===== src/rtl/inject_buf_pkg.sv =====
// Shared types and defaults for the local-port injection buffer:
// flit width, valid/age field placement and the injection state encoding.
package inject_buf_pkg;

  localparam int DATA_W      = 64;
  localparam int AGE_W_DEF   = 8;
  localparam int AGE_LSB_DEF = 0;
  localparam int VLD_BIT_DEF = 63;

  typedef enum logic [1:0] {
    ST_EMPTY = 2'd0,
    ST_READY = 2'd1,
    ST_WAIT  = 2'd2
  } inj_state_e;

endpackage


===== src/rtl/inject_buf_fifo.sv =====
// Injection FIFO: flit storage, wrapping pointers, registered occupancy and full.
// Push/pop qualification is done by the parent; this block only applies them.
module inject_buf_fifo
  import inject_buf_pkg::*;
#(
  parameter int DEPTH = 4,
  parameter int OCC_W = $clog2(DEPTH) + 1
) (
  input  logic              clk,
  input  logic              rst_n,
  input  logic              push_i,
  input  logic              pop_i,
  input  logic [DATA_W-1:0] wr_data_i,
  output logic [DATA_W-1:0] head_o,
  output logic [OCC_W-1:0]  occ_o,
  output logic              full_o
);

  localparam int PTR_W = $clog2(DEPTH);

  logic [DATA_W-1:0] mem_q [DEPTH];
  logic [PTR_W-1:0]  wr_ptr_q, wr_ptr_d;
  logic [PTR_W-1:0]  rd_ptr_q, rd_ptr_d;
  logic [OCC_W-1:0]  occ_q, occ_d;
  logic              full_q, full_d;

  always_comb begin
    wr_ptr_d = push_i ? wr_ptr_q + PTR_W'(1) : wr_ptr_q;
    rd_ptr_d = pop_i  ? rd_ptr_q + PTR_W'(1) : rd_ptr_q;
    occ_d    = occ_q;
    if (push_i && !pop_i)      occ_d = occ_q + OCC_W'(1);
    else if (!push_i && pop_i) occ_d = occ_q - OCC_W'(1);
    full_d   = (occ_d == OCC_W'(DEPTH));
  end

  always_ff @(posedge clk) begin
    if (!rst_n) begin
      wr_ptr_q <= '0;
      rd_ptr_q <= '0;
      occ_q    <= '0;
      full_q   <= 1'b0;
    end else begin
      wr_ptr_q <= wr_ptr_d;
      rd_ptr_q <= rd_ptr_d;
      occ_q    <= occ_d;
      full_q   <= full_d;
    end
  end

  // Storage carries no reset; contents are meaningless until pushed.
  always_ff @(posedge clk) begin
    if (push_i) mem_q[wr_ptr_q] <= wr_data_i;
  end

  assign head_o = mem_q[rd_ptr_q];
  assign occ_o  = occ_q;
  assign full_o = full_q;

endmodule


===== src/rtl/inject_buf.sv =====
// Local-port injection buffer: queues node flits and injects one per granted
// slot, stamping valid and age. Optional macro INJ_STALL_CNT_EN adds stall_cnt.
module inject_buf
  import inject_buf_pkg::*;
#(
  parameter int DEPTH   = 4,
  parameter int AGE_W   = AGE_W_DEF,
  parameter int AGE_LSB = AGE_LSB_DEF,
  parameter int VLD_BIT = VLD_BIT_DEF
) (
  input  logic                       clk,
  input  logic                       rst_n,
  input  logic                       wr_en,
  input  logic [DATA_W-1:0]          wr_data,
  output logic                       full,
  input  logic                       slot_free,
  output logic [DATA_W-1:0]          inj_flit,
  output logic [$clog2(DEPTH):0]     occ
`ifdef INJ_STALL_CNT_EN
  ,
  output logic [15:0]                stall_cnt
`endif
);

  localparam int OCC_W = $clog2(DEPTH) + 1;

  logic [DATA_W-1:0] head;
  logic [OCC_W-1:0]  occ_w;
  logic              full_w;
  logic              push, pop, empty_next;

  logic [AGE_W-1:0]  ts_q, ts_d;
  logic [DATA_W-1:0] inj_flit_q, inj_flit_d;
  inj_state_e        state_q, state_d;

  function automatic logic [DATA_W-1:0] stamp(input logic [DATA_W-1:0] f,
                                              input logic [AGE_W-1:0]  age);
    logic [DATA_W-1:0] r;
    r                    = f;
    r[VLD_BIT]           = 1'b1;
    r[AGE_LSB +: AGE_W]  = age;
    return r;
  endfunction

  inject_buf_fifo #(.DEPTH(DEPTH), .OCC_W(OCC_W)) u_fifo (
    .clk       (clk),
    .rst_n     (rst_n),
    .push_i    (push),
    .pop_i     (pop),
    .wr_data_i (wr_data),
    .head_o    (head),
    .occ_o     (occ_w),
    .full_o    (full_w)
  );

  // Full is the pre-edge value, so a push at full is refused even when popping.
  always_comb begin
    push       = wr_en && !full_w;
    pop        = slot_free && (occ_w != '0);
    empty_next = !push && ((occ_w == '0) || ((occ_w == OCC_W'(1)) && pop));
    ts_d       = ts_q + AGE_W'(1);
    inj_flit_d = pop ? stamp(head, ts_q) : '0;
    if (empty_next)                      state_d = ST_EMPTY;
    else if (occ_w != '0 && !slot_free)  state_d = ST_WAIT;
    else                                 state_d = ST_READY;
  end

  always_ff @(posedge clk) begin
    if (!rst_n) begin
      ts_q       <= '0;
      inj_flit_q <= '0;
      state_q    <= ST_EMPTY;
    end else begin
      ts_q       <= ts_d;
      inj_flit_q <= inj_flit_d;
      state_q    <= state_d;
    end
  end

`ifdef INJ_STALL_CNT_EN
  logic [15:0] stall_cnt_q;

  always_ff @(posedge clk) begin
    if (!rst_n)
      stall_cnt_q <= '0;
    else if (state_d == ST_WAIT && stall_cnt_q != 16'hFFFF)
      stall_cnt_q <= stall_cnt_q + 16'd1;
  end

  assign stall_cnt = stall_cnt_q;
`endif

  assign inj_flit = inj_flit_q;
  assign occ      = occ_w;
  assign full     = full_w;

endmodule

===== config.mk =====
export PLATFORM = sky130hd
export DESIGN_NAME = inject_buf
export DESIGN_NICKNAME = d
export VERILOG_FILES = /design/src/rtl/inject_buf_pkg.sv /design/src/rtl/inject_buf_fifo.sv /design/src/rtl/inject_buf.sv
export SDC_FILE = /design/constraint.sdc
export NUM_CORES = 1
export LEC_CHECK = 0
export CAP_MARGIN = 25
export CELL_PAD_IN_SITES_DETAIL_PLACEMENT = 1
export CELL_PAD_IN_SITES_GLOBAL_PLACEMENT = 2
export CORE_UTILIZATION = 40
export DETAILED_ROUTE_END_ITERATION = 10
export PLACE_DENSITY = 0.87
export SYNTH_ARGS = -nofsm -noshare
export SYNTH_HDL_FRONTEND = slang
export SYNTH_SLANG_ARGS = --single-unit

===== constraint.sdc =====
create_clock -name clk -period 5.95 [get_ports clk]
set_clock_uncertainty 0.15 [all_clocks]
set_input_delay 0.595 -clock clk [delete_from_list [all_inputs] [get_ports clk]]
set_output_delay 0.595 -clock clk [all_outputs]
set_load 0.005 [all_outputs]

Yosys cells after proc, flatten, opt, wreduce, memory -nomap -nowiden

Memories as Yosys holds them, arrays and structs flattened. A register that Yosys moved wholly into a read port is not among the register bits.
Cells that the tools add are included.

Add/sub/neg operators: 5
Eq/ne operators: 1
Muxes and demuxes: 7
Reduce and logical (&&, ||, !) cells: 9

Operator list:

| kind                                                                | count |
|---|---|
| 64-bit two-way mux                                                  | 1 |
| 8-bit by 1-bit adder with 8-bit output (second input constant)      | 1 |
| 3-bit two-way mux                                                   | 2 |
| 2-bit by 1-bit adder with 2-bit output (second input constant)      | 2 |
| 1-bit logical AND                                                   | 4 |
| 2-bit two-way mux                                                   | 2 |
| 3-bit by 1-bit adder with 3-bit output (second input constant)      | 1 |
| 3-bit equality test (second input constant)                         | 1 |
| 1-bit logical NOT                                                   | 3 |
| 3-bit nonzero test                                                  | 1 |
| 3-bit by 1-bit subtractor with 3-bit output (second input constant) | 1 |
| 1-bit two-way mux                                                   | 2 |
| 2-bit AND reduction                                                 | 1 |

Register bits: 80
Bits in writable memories: 256
Input bits: 68
Output and inout bits: 68
Logic and storage cells: 30
Memories: 1

Memory list:

| memory       | depth | width | read ports | clocked after memory_dff | wr ports | RTL line              | RTL |
|---|---|---|---|---|---|---|---|
| u_fifo.mem_q | 4     | 64    | 1          | 1                        | 1        | inject_buf_fifo.sv:21 | `logic [DATA_W-1:0] mem_q [DEPTH];` |

Depth between registers and ports, before layout

Gate-level depths: netlist of run 1.

Depth after elaboration: 7
Depth in mapped cells: 8
Depth with buffers taken out: 7

Cells and area by module

Synthesis of run 1 repeated with hierarchy kept, for this count alone.

Cells, all modules: 568
Area total of the unflattened synthesis: 11967.7 um^2

By module, submodules not included:

| module          | instances | cells an instance | area each (um^2) | sequential area each (um^2) |
|---|---|---|---|---|
| inject_buf_fifo | 1         | 390               | 9841.9           | 7887.6 |
| inject_buf      | 1         | 178               | 2125.8           | 1441.4 |

Least setup slack after synthesis of run 1

No wires, ideal clock.

Kind: input -> register
Start point: input port wr_en
End point: memory u_fifo.mem_q[0][10] (enable)
Setup time: 419 ps
Arrival: 2213 ps
Data required time: 5381 ps
Slack: 3169 ps
Cell stages on the path: 3
Buffers on the path: 1
Cell sequence: nor2b_1 -> buf_2 -> and2_1

Longest elaborated chain between the ends: 3

Ends and longest elaborated chain:

| element                                 | RTL line              | RTL |
|---|---|---|
| start, declared                         | inject_buf.sv:13      | `input logic wr_en,` |
| 1-bit logical AND                       | inject_buf.sv:58      | `push = wr_en && !full_w;` |
| 1-bit two-way mux                       | inject_buf_fifo.sv:52 | `if (push_i) mem_q[wr_ptr_q] <= wr_data_i;` |
| 1-bit two-way mux (implied by the code) | inject_buf_fifo.sv:52 |  |
| end, declared                           | inject_buf_fifo.sv:21 |  |

Every way passes these cells.

Final worst setup path of run 1

Start point: input port wr_en
End point: memory u_fifo.mem_q[1][21] (enable)

Same word-level chain as after synthesis.

==> results of run 1 <==
-- stage by stage --
stage	setup WS [ps]	instance area, um2	std cells	util [%]	total power [mW]
6_report	3300	13100	1009	50.4	5.40
3_3_place_gp	2890	12100	952	46.4	3.50
3_5_place_dp	2750	12100	953	46.5	3.56
5_1_grt	3200	13100	1009	50.4	5.63
4_1_cts	3290	13100	1009	50.4	5.48
2_1_floorplan	3170	10600	518	-	3.24
-- critical path, cell delays in order --
cell	delay, ps
clkdlybuf4s50_1	470
nor2b_1	660
and2_4	880
-- report_power, final --
group	internal [mW]	total, mW	switching [mW]
logic	0.511	0.876	0.365
clock network	1.15	1.90	0.747
registers	2.48	2.62	0.138
-- kinds of logic (layout without fill, tap and decap cells) --
logic type               after synthesis  after routing  share of synthesized area [%]
flip-flops                           302            302                           77.8
adder cells (fa/ha/maj)                8              8                          0.944
AO/OA/AOI/OAI                          5              5                          0.319
multiplexers                          56             56                           12.0
buffers and inverters                 34            190                           2.14
AND/OR/NAND/NOR                      102            102                           5.94
XOR/XNOR                              11             11                          0.909
-- final cells by class --
type	instances	share of cell area (%)
sequential	302	62.9
multi-input combinational	182	16.3
timing repair buffer	129	9.83
clock buffer	42	6.37
tap	335	3.19
clock inverter	14	1.32
inverter	5	0.143
-- flip-flops by register name, summed over array words and instances, names as in the netlist, named ones only --
name,count
u_fifo.mem_q,220
inj_flit,64
ts_q,8
u_fifo.occ_o,3
u_fifo.rd_ptr_q,2
u_fifo.wr_ptr_q,2
u_fifo.full_o,1
-- final timing paths --
check,start,end,cells past startpoint
setup / recovery,wr_en,u_fifo.mem_q[1][21]$_DFFE_PP_,3
hold / removal,ts_q[7]$_SDFF_PN0_,inj_flit[7]$_SDFF_PN0_,1
setup reg to reg,u_fifo.occ_o[1]$_SDFF_PN0_,u_fifo.full_o$_SDFF_PN0_,8
hold reg to reg,ts_q[7]$_SDFF_PN0_,inj_flit[7]$_SDFF_PN0_,1
-- placed cells by master (no fill, tap or decap), types with 3 or more instances in the layout --
cell type	count
inv_1	5
edfxtp_1	220
bufinv_16	4
and2_1	14
clkinv_1	3
and3_1	66
clkinv_2	4
mux4_2	50
clkinvlp_4	3
clkbuf_1	9
clkdlybuf4s50_1	125
dfxtp_1	80
xnor2_1	10
mux4_1	5
ha_1	8
clkbuf_16	31
nand2_1	5
and2_4	4
nor2b_1	4
-- layer usage --
metal | vias up | wire, um
met5 | - | 0
met4 | 0 | 348
met3 | 28 | 1100
met2 | 127 | 10900
met1 | 2623 | 8210
li1 | 2306 | -
==> flow_summary.yaml, run 1 <==
cts:
  cts_resized: 0
  cts_buffers: 30
  cts_hold_buf: 0
  path_clk_slew_ps: 60
  cts_sinks: 302
  cts_max_path_buffers: 3
  tritoncts: "yes"
  worstSkewPairLatency_ps: 540
  cts.htree.levels: 1
  post_cts_buffers: 0
  cts_root_buf: "clkbuf_16"
power_and_ir_drop:
  worst_ir_drop_vdd_mv: 0.428
  pwr_density_cell_nw_per_um2: 411
  p_leak_nw: 4.55
synth:
  seq_area_frac_synth_pct: 77.8
  synthesis.nets: 594
  async_flop_share_pct: 0
  synth_area_per_cell_um2: 20.5
  yosysWarnings: 0
  synth_seq_cells: 302
  synthTopCellsByArea: "edfxtp_1 62%, dfxtp_1 15%, mux4_2 11%"
  netlist.area_leader.share_pct: 62.3
  synth.top_cells.by_count: "220 x edfxtp_1, 82 x dfxtp_1, 66 x and3_1"
  synth_ff_type: "edfxtp_1"
  synth.most_common_cell: "edfxtp_1"
  synthCells: 518
  yosysTopAreaCell: "edfxtp_1"
  synth-edff-count: 220
  netlist_area_um2: 10600
  synthDistinctLibCells: 28
routing:
  first_pass_iters: 4
  drc: 0
  avgViaCountPerCell: 5.04
  wirelength_um: 20600
  drt_iter0_markers: 261
  wl_per_cell_um: 20.4
  vias: 5084
  ant_nets: 0
floorplan:
  start_util_pct: 40.7
  design.die.area_um2: 27200
  fp.coreArea_um2: 26100
  die_h_um: 165
  ios: 136
  die_width_um: 165
  rows: 59
global_routing:
  met1_usage_pct: 18.5
  grt_pass1_vias: 5690
  gr-usage-met3_pct: 3.37
  overflow: 0
  met2_usage_pct: 28.6
  antenna_found_initial: 0
  grt_max_degree: 82
  track_usage_pct: 15.6
  grt_first_pass_wirelength_um: 32000
  top_usage_layer: "met2"
finish:
  area_growth_pct: 23.9
  multi_input_area_um2: 2140
  diodes: 0
  nets: 726
  fillers: 2419
  seqCellArea_um2: 8260
  layout-drive-gt1-share_pct: 15.6
setup_path:
  arrival_ps: 2660
  endpoint_kind: "flop"
  cp.required_ps: 5960
  r2r_slack_ps: 3380
  crit_type: "input pin to flop"
  cp_max_fo: 55
  setup.worst_path.start_class: "input pin"
timing:
  setup_viol: 0
  relSlewSlack_pct: 37.7
  slew_violations: 0
  hold_viol: 0
  rsz0062_at_grt: "no"
  min_period_ps: 2650
  fin_hold_ws_ps: 364
  fin_crit_sh_pct: 44.5
  tns_ps: 0
  max_freq_mhz: 378
  tightest_slew_ps: 934
hold_path:
  hp-class: "flop to flop"
placed_design:
  gp_congestion: 0.729
  dp_hpwl_um: 11600
  portBuffers: 126
status:
  status: "completed"
run:
  max-cap-violations: 0
Power figures use the tool's default switching activity.
==> run 2: changes to the inputs <==
==> constraint.sdc (replaced) <==
create_clock -name clk -period 2.5 [get_ports clk]
set_clock_uncertainty 0.15 [all_clocks]
set_input_delay 0.25 -clock clk [delete_from_list [all_inputs] [get_ports clk]]
set_output_delay 0.25 -clock clk [all_outputs]
set_load 0.005 [all_outputs]
==> flow_summary.yaml, run 2 (synthesis results as in run 1) <==
status:
  status: "completed"
routing:
  ant_nets: 0
  first_pass_iters: 4
  drc: 0
  avgViaCountPerCell: 5.08
  drt_iter0_markers: 371
  wirelength_um: 21900
  vias: 5202
  wl_per_cell_um: 21.4
timing:
  setup_viol: 0
  slew_violations: 0
  rsz0062_at_grt: "no"
  fin_hold_ws_ps: 82.7
  hold_viol: 0
  max_freq_mhz: 472
  fin_crit_sh_pct: 84.7
  min_period_ps: 2120
  tns_ps: 0
  relSlewSlack_pct: 67.6
  tightest_slew_ps: 487
floorplan:
  fp.coreArea_um2: 26100
  design.die.area_um2: 27200
  start_util_pct: 40.7
  rows: 59
  die_width_um: 165
  die_h_um: 165
  ios: 136
cts:
  cts.htree.levels: 1
  cts_root_buf: "clkbuf_16"
  cts_hold_buf: 0
  post_cts_buffers: 0
  tritoncts: "yes"
  path_clk_slew_ps: 60
  cts_buffers: 31
  cts_resized: 0
  cts_sinks: 302
  cts_max_path_buffers: 3
  worstSkewPairLatency_ps: 550
setup_path:
  endpoint_kind: "flop"
  cp_max_fo: 39
  setup.worst_path.start_class: "flop"
  crit_start: "u_fifo.occ_o[1]$_SDFF_PN0_"
  cp.required_ps: 2820
  crit_type: "flop to flop"
  r2r-start: "u_fifo.occ_o[1]$_SDFF_PN0_"
  arrival_ps: 2440
finish:
  nets: 741
  area_growth_pct: 26.7
  fillers: 2322
  stdcell_area_um2: 13400
  final_util_pct: 51.5
  diodes: 0
  final_common_cell: "edfxtp_1"
  largest_reg_flops: 220
  final_cell_mix: "220 x edfxtp_1, 125 x clkdlybuf4s50_1, 80 x dfxtp_1"
  layout-drive-gt1-share_pct: 18.4
  seqCellArea_um2: 8260
  multi_input_area_um2: 2140
  largest_register: "u_fifo.mem_q"
power_and_ir_drop:
  pwr_density_cell_nw_per_um2: 987
  p_comb_share_pct: 17.4
  intPower_mw: 10.1
  p_sw_mw: 3.13
  power.share.switching_pct: 23.6
  p_leak_nw: 4.68
  pwr-share-clk_pct: 36.1
  worst_ir_drop_vdd_mv: 0.562
  finalPower_mw: 13.3
  p_seq_share_pct: 46.4
global_routing:
  overflow: 0
  grt_max_degree: 57
  track_usage_pct: 16.8
  grt_pass1_vias: 5932
  grt_first_pass_wirelength_um: 34000
  antenna_found_initial: 0
hold_path:
  hp-start: "rst_n"
  hp-class: "input pin to flop"
placed_design:
  gp_congestion: 0.741
  dp_hpwl_um: 13400
  place_area_um2: 12300
  portBuffers: 126
run:
  max-cap-violations: 0
## run 2: per-layer routing
layer	routed length (um)	part of all wire, %	vias up	global-route usage (%)
met5	0	0	-	0
met4	267	1.2	0	3.79
met3	996	4.5	27	3.19
met2	11800	54	137	31.1
met1	8850	40	2706	20.2
li1	-	-	2332	-
## run 2: per-stage QoR
stage | setup WS (ps) | std cells
6_report | 383 | 1025
5_1_grt | 258 | 1025
4_1_cts | 349 | 1025
3_5_place_dp | 420 | 967
3_3_place_gp | 399 | 967
2_1_floorplan | 11.1 | 518
## run 2: layout make-up
class	count	area share, %
multi-input cells	182	15.9
clock buffers	37	6.24
inverters	5	0.140
well taps	335	3.12
repair buffers	143	11.2
flip-flops and latches	302	61.5
clock inverters	21	1.86
## run 2: worst paths after layout
path              slack, ps  depth (start not counted)                 endpoint
setup / recovery        380                          6  inj_flit[20]$_SDFF_PN0_
hold / removal           80                          2   inj_flit[8]$_SDFF_PN0_
setup reg to reg        380                          6  inj_flit[20]$_SDFF_PN0_
hold reg to reg         350                          1       ts_q[0]$_SDFF_PN0_
## run 2: critical path: stages (launching register included)
cell and delay [ps]:
dfxtp_1 430, inv_1 100, ha_1 210, ha_1 200, and2b_2 280, buf_4 390, and3_1 250
## run 2: power groups by stage
| stage | clock network, mW | logic, mW | registers, mW |
|---|---|---|---|
| 3_3_place_gp | 0 | 2.25 | 6.23 |
| 3_5_place_dp | 0 | 2.36 | 6.28 |
| 5_1_grt | 5.11 | 2.52 | 6.21 |
| 6_report | 4.79 | 2.31 | 6.16 |
| 4_1_cts | 4.91 | 2.38 | 6.18 |
| 2_1_floorplan | 0 | 1.57 | 6.15 |
